`config.mk`:
```
export PLATFORM = sky130hd
export DESIGN_NAME = seq_pattern_gen
export DESIGN_NICKNAME = d
export VERILOG_FILES = /design/src/rtl/seq_pattern_gen.sv
export SDC_FILE = /design/constraint.sdc
export NUM_CORES = 1
export LEC_CHECK = 0
export ABC_CLOCK_PERIOD_IN_PS = 2100
export CAP_MARGIN = 20
export CORE_AREA = 4 4 50 52
export CTS_CLUSTER_DIAMETER = 100
export DETAILED_ROUTE_END_ITERATION = 8
export DIE_AREA = 0 0 54 56
export PLACE_DENSITY = 0.63
export SYNTH_ARGS = -nofsm -noshare
export SYNTH_HDL_FRONTEND = slang
export SYNTH_SLANG_ARGS = --single-unit
```
`constraint.sdc`:
```
create_clock -name clk -period 2.1 [get_ports clk]
set_input_delay 0.42 -clock clk [delete_from_list [all_inputs] [get_ports clk]]
set_output_delay 0.42 -clock clk [all_outputs]
set_load 0.01 [all_outputs]
```
`src/rtl/seq_pattern_gen.sv`:
```
// Serial pattern transmitter: shifts PATTERN out MSB-first on x,
// repeated repeat_n times with an optional idle gap between repeats.
module seq_pattern_gen #(
  parameter int             N       = 4,
  parameter logic [N-1:0]   PATTERN = 4'b1011,
  parameter int             GAP     = 0,
  parameter int             CNT_W   = 8
) (
  input  logic             clk,
  input  logic             rst,
  input  logic             start,
  input  logic [CNT_W-1:0] repeat_n,
  input  logic             stop,
  output logic             x,
  output logic             valid,
  output logic             busy,
  output logic             done
);

  localparam int IW = $clog2(N);
  localparam int GW = (GAP > 0) ? $clog2(GAP + 1) : 1;

  localparam logic [CNT_W-1:0] ONE  = CNT_W'(1);
  localparam logic [IW-1:0]    TOP  = IW'(N - 1);
  localparam logic [GW-1:0]    GTOP = GW'(GAP - 1);

  typedef enum logic [1:0] {
    S_IDLE,
    S_SEND,
    S_GAP
  } state_e;

  state_e           state_q, state_d;
  logic [IW-1:0]    idx_q, idx_d;
  logic [CNT_W-1:0] reps_q, reps_d;
  logic [GW-1:0]    gap_q, gap_d;
  logic             x_q, x_d;
  logic             valid_q, valid_d;
  logic             busy_q, busy_d;
  logic             done_q, done_d;

  // Next-state and next-output logic; outputs describe the coming cycle
  always_comb begin
    state_d = state_q;
    idx_d   = idx_q;
    reps_d  = reps_q;
    gap_d   = gap_q;
    x_d     = 1'b0;
    valid_d = 1'b0;
    busy_d  = 1'b0;
    done_d  = 1'b0;
    unique case (state_q)
      S_IDLE: begin
        if (start && !stop) begin
          state_d = S_SEND;
          idx_d   = TOP;
          reps_d  = (repeat_n == '0) ? ONE : repeat_n;
          x_d     = PATTERN[N-1];
          valid_d = 1'b1;
          busy_d  = 1'b1;
        end
      end
      S_SEND: begin
        if (stop) begin
          state_d = S_IDLE;
          idx_d   = '0;
          reps_d  = '0;
        end else if (idx_q != '0) begin
          idx_d   = idx_q - IW'(1);
          x_d     = PATTERN[idx_d];
          valid_d = 1'b1;
          busy_d  = 1'b1;
        end else if (reps_q > ONE) begin
          reps_d = reps_q - ONE;
          busy_d = 1'b1;
          if (GAP > 0) begin
            state_d = S_GAP;
            gap_d   = GTOP;
          end else begin
            idx_d   = TOP;
            x_d     = PATTERN[N-1];
            valid_d = 1'b1;
          end
        end else begin
          state_d = S_IDLE;
          reps_d  = '0;
          done_d  = 1'b1;
        end
      end
      S_GAP: begin
        if (stop) begin
          state_d = S_IDLE;
          idx_d   = '0;
          reps_d  = '0;
          gap_d   = '0;
        end else if (gap_q == '0) begin
          state_d = S_SEND;
          idx_d   = TOP;
          x_d     = PATTERN[N-1];
          valid_d = 1'b1;
          busy_d  = 1'b1;
        end else begin
          gap_d  = gap_q - GW'(1);
          busy_d = 1'b1;
        end
      end
      default: begin
        state_d = S_IDLE;
      end
    endcase
  end

  // State, counters and registered outputs
  always_ff @(posedge clk or posedge rst) begin
    if (rst) begin
      state_q <= S_IDLE;
      idx_q   <= '0;
      reps_q  <= '0;
      gap_q   <= '0;
      x_q     <= 1'b0;
      valid_q <= 1'b0;
      busy_q  <= 1'b0;
      done_q  <= 1'b0;
    end else begin
      state_q <= state_d;
      idx_q   <= idx_d;
      reps_q  <= reps_d;
      gap_q   <= gap_d;
      x_q     <= x_d;
      valid_q <= valid_d;
      busy_q  <= busy_d;
      done_q  <= done_d;
    end
  end

  assign x     = x_q;
  assign valid = valid_q;
  assign busy  = busy_q;
  assign done  = done_q;

endmodule

```
Word-level counts from Yosys, hierarchy flattened --
Index checks and enable logic that the tools add are counted.
Word-level totals: logic and storage cells 71, register bits after elaboration 17
Cells by class: magnitude comparators 2, reductions and logical operators 9, add/subtract/negate cells 3, eq/ne operators 8, muxes and demuxes 41
Operators with widths (count):
- 8-bit two-way mux | 6
- 2-bit two-way mux | 12
- 8-bit one-hot mux with 3 select lines | 1
- 1-bit two-way mux | 16
- 2-bit one-hot mux with 3 select lines | 2
- 4-bit AND reduction | 3
- 3-bit != test (second input constant) | 3
- 1-bit one-hot mux with 3 select lines | 3
- 8-bit by 1-bit greater-than comparator with 1-bit output (second input constant) | 1
- 8-bit logical NOT | 1
- 8-bit by 1-bit subtractor with 8-bit output (second input constant) | 1
- 2-bit != test (second input constant) | 2
- 4-bit != test (second input constant) | 1
- 2-bit by 3-bit less-than comparator with 1-bit output (second input constant) | 1
- 3-bit nonzero test | 1
- 1-bit binary-select mux with 2-bit select | 1
- 2-bit by 1-bit == test with 1-bit output (second input constant) | 1
- 2-bit == test (second input constant) | 1
- 2-bit logical NOT | 1
- 2-bit nonzero test | 1
- 2-bit by 1-bit subtractor with 2-bit output (second input constant) | 1
- 1-bit logical AND | 1
- 1-bit logical NOT | 1
- 1-bit subtractor (second input constant) | 1

Depth between registers and ports, before layout --
depth after elaboration 6, mapped depth 7, depth with buffers taken out 6

Least setup slack after synthesis --
No wires, ideal clock.
path type register to register, start point register reps_q[0], end point register reps_q[6], setup time 0.066 ns, setup slack 0.367 ns, stages on the path, launching flop included 8, arrival time 1.667 ns, buffers on the path 1, cells stage by stage dfrtp_1 inv_1 ha_1 or2_2 a31o_2 buf_2 o21ai_0 a22o_1
On the way: word-level cells in the longest chain between the ends 5
Ends and longest elaborated chain:
- start: declaration | RTL line 35 | logic [CNT_W-1:0] reps_q, reps_d;
- start signal: assignment | RTL line 127 | reps_q <= reps_d;
- 8-bit by 1-bit subtractor with 8-bit output or 8-bit by 1-bit greater-than comparator with 1-bit output (tied branches) | RTL line 74, 73
- 8-bit two-way mux (*) | RTL line 73 | end else if (reps_q > ONE) begin
- 8-bit two-way mux (*) | RTL line 68 | end else if (idx_q != '0) begin
- 8-bit two-way mux (*) | RTL line 64 | if (stop) begin
- 8-bit one-hot mux with 3 select lines (*) | RTL line 52 | unique case (state_q)
Every way passes the cells marked *; elsewhere a longest branch is shown, timed or not. The select of a mux whose other input is x is not followed. A chain may end at the register's enable or synchronous reset.

Worst setup path in the final report --
start point register reps_q[0], end point register reps_q[4]
Same word-level chain as after synthesis.

==> metrics.csv <==
metric,value,unit
outcome,"finished, final reports clean",
endpoint,reps_q[4],
ys_ff_latch,14,
htree_levels,1,
clk_latency,280,ps
root_buffer,clkbuf_4,
yosysSeqAreaShare,39.83,%
io_buffers,15,
cts_tree,done,
wl,1882,µm
antenna_found_initial,0,
core-area,2106,µm²
fillers,182,
first_global_vias,723,
final_nets,127,
grt-ovfl-total,0,
worst-path-buf-inv,1,
crit_arrival,2150,ps
slew_headroom,64.86,%
required,2320,ps
place_area,1050,µm²
tns,0,ps
dpl.hpwl,1381,µm
grtUsageTotal,13.50,%
leakagePower,0.4724,nW
dp_slack,94.20,ps
timing.rr.end,reps_q[4],
critPathTopFamily,compound AO/OA/AOI/OAI gates,
reg2reg_from,reps_q[0],
hold_path.class,in -> async,
die_w,54,µm
cts_max_path_buffers,2,
instances_no_fill,137,
num_io_pins,16,
cts_resized,0,
syn_area_per_cell,9.259,µm²
grt_pass1_wl,3029,µm
vias,753,
syn_nets,111,
routabilityCongestion,0.8317,
syn_to_final_growth,21.91,%
clkSinkCount,14,
start_util,41.77,%
reg2reg_slack,170,ps
finClkSkew,5.242,ps
end_kind,flop,
first_pass_iters,4,
layout_common_cells,"clkdlybuf4s50_1, inv_1, dfrtp_1, o21ai_0, a22o_1",
ant_nets,0,
drive_gt1_share,11.01,%
synth_area,879.6,µm²
finalCriticalPeriod,1931,ps
vdd_drop_max,527.0,µV
synth-xor-area-share,0,%
slowest_delay,440,ps
cts.clk_slew.worst_paths,90,ps
fmax,0.5178,GHz
synthCells,95,
path_class,reg -> reg,
dp_cells,134,
drt_iter0_drc,23,
fin_ws,168.8,ps
powerDensity,772.1,nW/µm²
startpoint,reps_q[0],
yosys.area_share.simple,16.64,%
drv_slew,0,
yosysWarnings,0,
startpoint_type,flop,
ctsHoldBuffers,0,
die_area,3024,µm²
rsz0062_at_grt,no,
crit_chain,"inv_1, ha_1, or2_2, a31o_2, o32ai_1, a22o_1",
diodes,0,
synthAdderAreaFrac,5.690,%
critPathMaxFanout,12,
worst_pin_slew,526.6,ps
final_common_cell,clkdlybuf4s50_1,
grt_max_degree,17,
drc_errors,0,
setup-violations-final,0,
ff2ff_path_depth,6,
rows,17,
synth_mux_area_share,0,%
post_drt_wl_per_cell,13.74,µm
synth_top_family_by_area,compound AO/OA/AOI/OAI gates,
maxCapViolCount,0,
final_cell_area,1072,µm²
vias_per_cell,5.496,
hold_violations,0,
synth_cell_types,36,
synth_compound_area_share,28.45,%
cts_buffers,3,
period_share,91.96,%
crit_cells,6,
synthArstFlopShare,100.0,%
die_y,56,µm
synth_edf_count,0,
holdWs,470.2,ps
cts_setup_buffers,0,
critPathSlowestCell,dfrtp_1,
ys.flop_type,dfrtp_1,
==> cell type report <==
cell class / count / area (µm²) / area share (%)
Inverter: 14 / 52.55 / 4.901
Clock buffer: 3 / 22.52 / 2.100
Sequential cell: 14 / 350.3 / 32.67
Multi-Input combinational cell: 61 / 446.7 / 41.66
Tap cell: 28 / 35.03 / 3.267
Timing Repair Buffer: 17 / 165.2 / 15.40
==> logic make-up (layout without fill, tap and decap cells) <==
logic type / count (synthesis) / in the layout
fa+ha+maj: 4 / 4
compound gates: 34 / 34
simple gates: 23 / 23
flops: 14 / 14
buf+inv: 20 / 34
==> stage by stage <==
stage | power (mW) | util, %
after floorplan | 0.5935 | -
after global placement | 0.6684 | 49.85
after detailed placement | 0.6750 | 49.85
after CTS | 0.8291 | 50.92
after global routing | 0.8802 | 50.92
final | 0.8279 | 50.92
==> sequential cells by signal, indices dropped and copies added (netlist names) <==
register,count
x,1
state_q,1
idx_q,2
busy,1
reps_q,8
done,1
==> Yosys cell counts, types with 2 or more instances <==
| library cell | number | share of area, % |
|---|---|---|
| a21oi_1 | 3 | 1.7 |
| a22o_1 | 5 | 5.0 |
| a22o_2 | 2 | 2.3 |
| buf_2 | 2 | 1.1 |
| clkbuf_1 | 2 | 0.85 |
| dfrtp_1 | 14 | 40 |
| ha_1 | 4 | 5.7 |
| inv_1 | 14 | 6.0 |
| nand2_1 | 2 | 0.85 |
| nand2b_1 | 3 | 2.1 |
| nor2_1 | 4 | 1.7 |
| nor3_1 | 3 | 1.7 |
| nor4_1 | 3 | 2.1 |
| o21a_1 | 2 | 1.7 |
| o21ai_0 | 8 | 4.6 |
| o221ai_1 | 2 | 2.0 |
| o2bb2ai_1 | 2 | 2.0 |
| o32ai_1 | 2 | 2.0 |
==> power breakdown <==
| group | switching, mW | internal, mW | total, mW |
|---|---|---|---|
| clock | 0.0908 | 0.0664 | 0.157 |
| sequential | 0.0834 | 0.323 | 0.407 |
| combinational | 0.123 | 0.141 | 0.264 |
==> worst min path at each step <==
stage / slack, ps / to
after global placement: 520 / idx_q[1]
after detailed placement: 520 / idx_q[1]
final: 470 / x
after floorplan: 310 / busy
after CTS: 510 / x
after global routing: 510 / x
==> routing by layer <==
| layer | track usage (%) | vias up | wire [µm] |
|---|---|---|---|
| met3 | 4.021 | 2 | 109 |
| met4 | 6.406 | 0 | 23 |
| met5 | 0 | - | 0 |
| met1 | 17.77 | 352 | 891 |
| li1 | - | 378 | - |
| met2 | 19.72 | 21 | 857 |
Power figures use the tool's default switching activity.
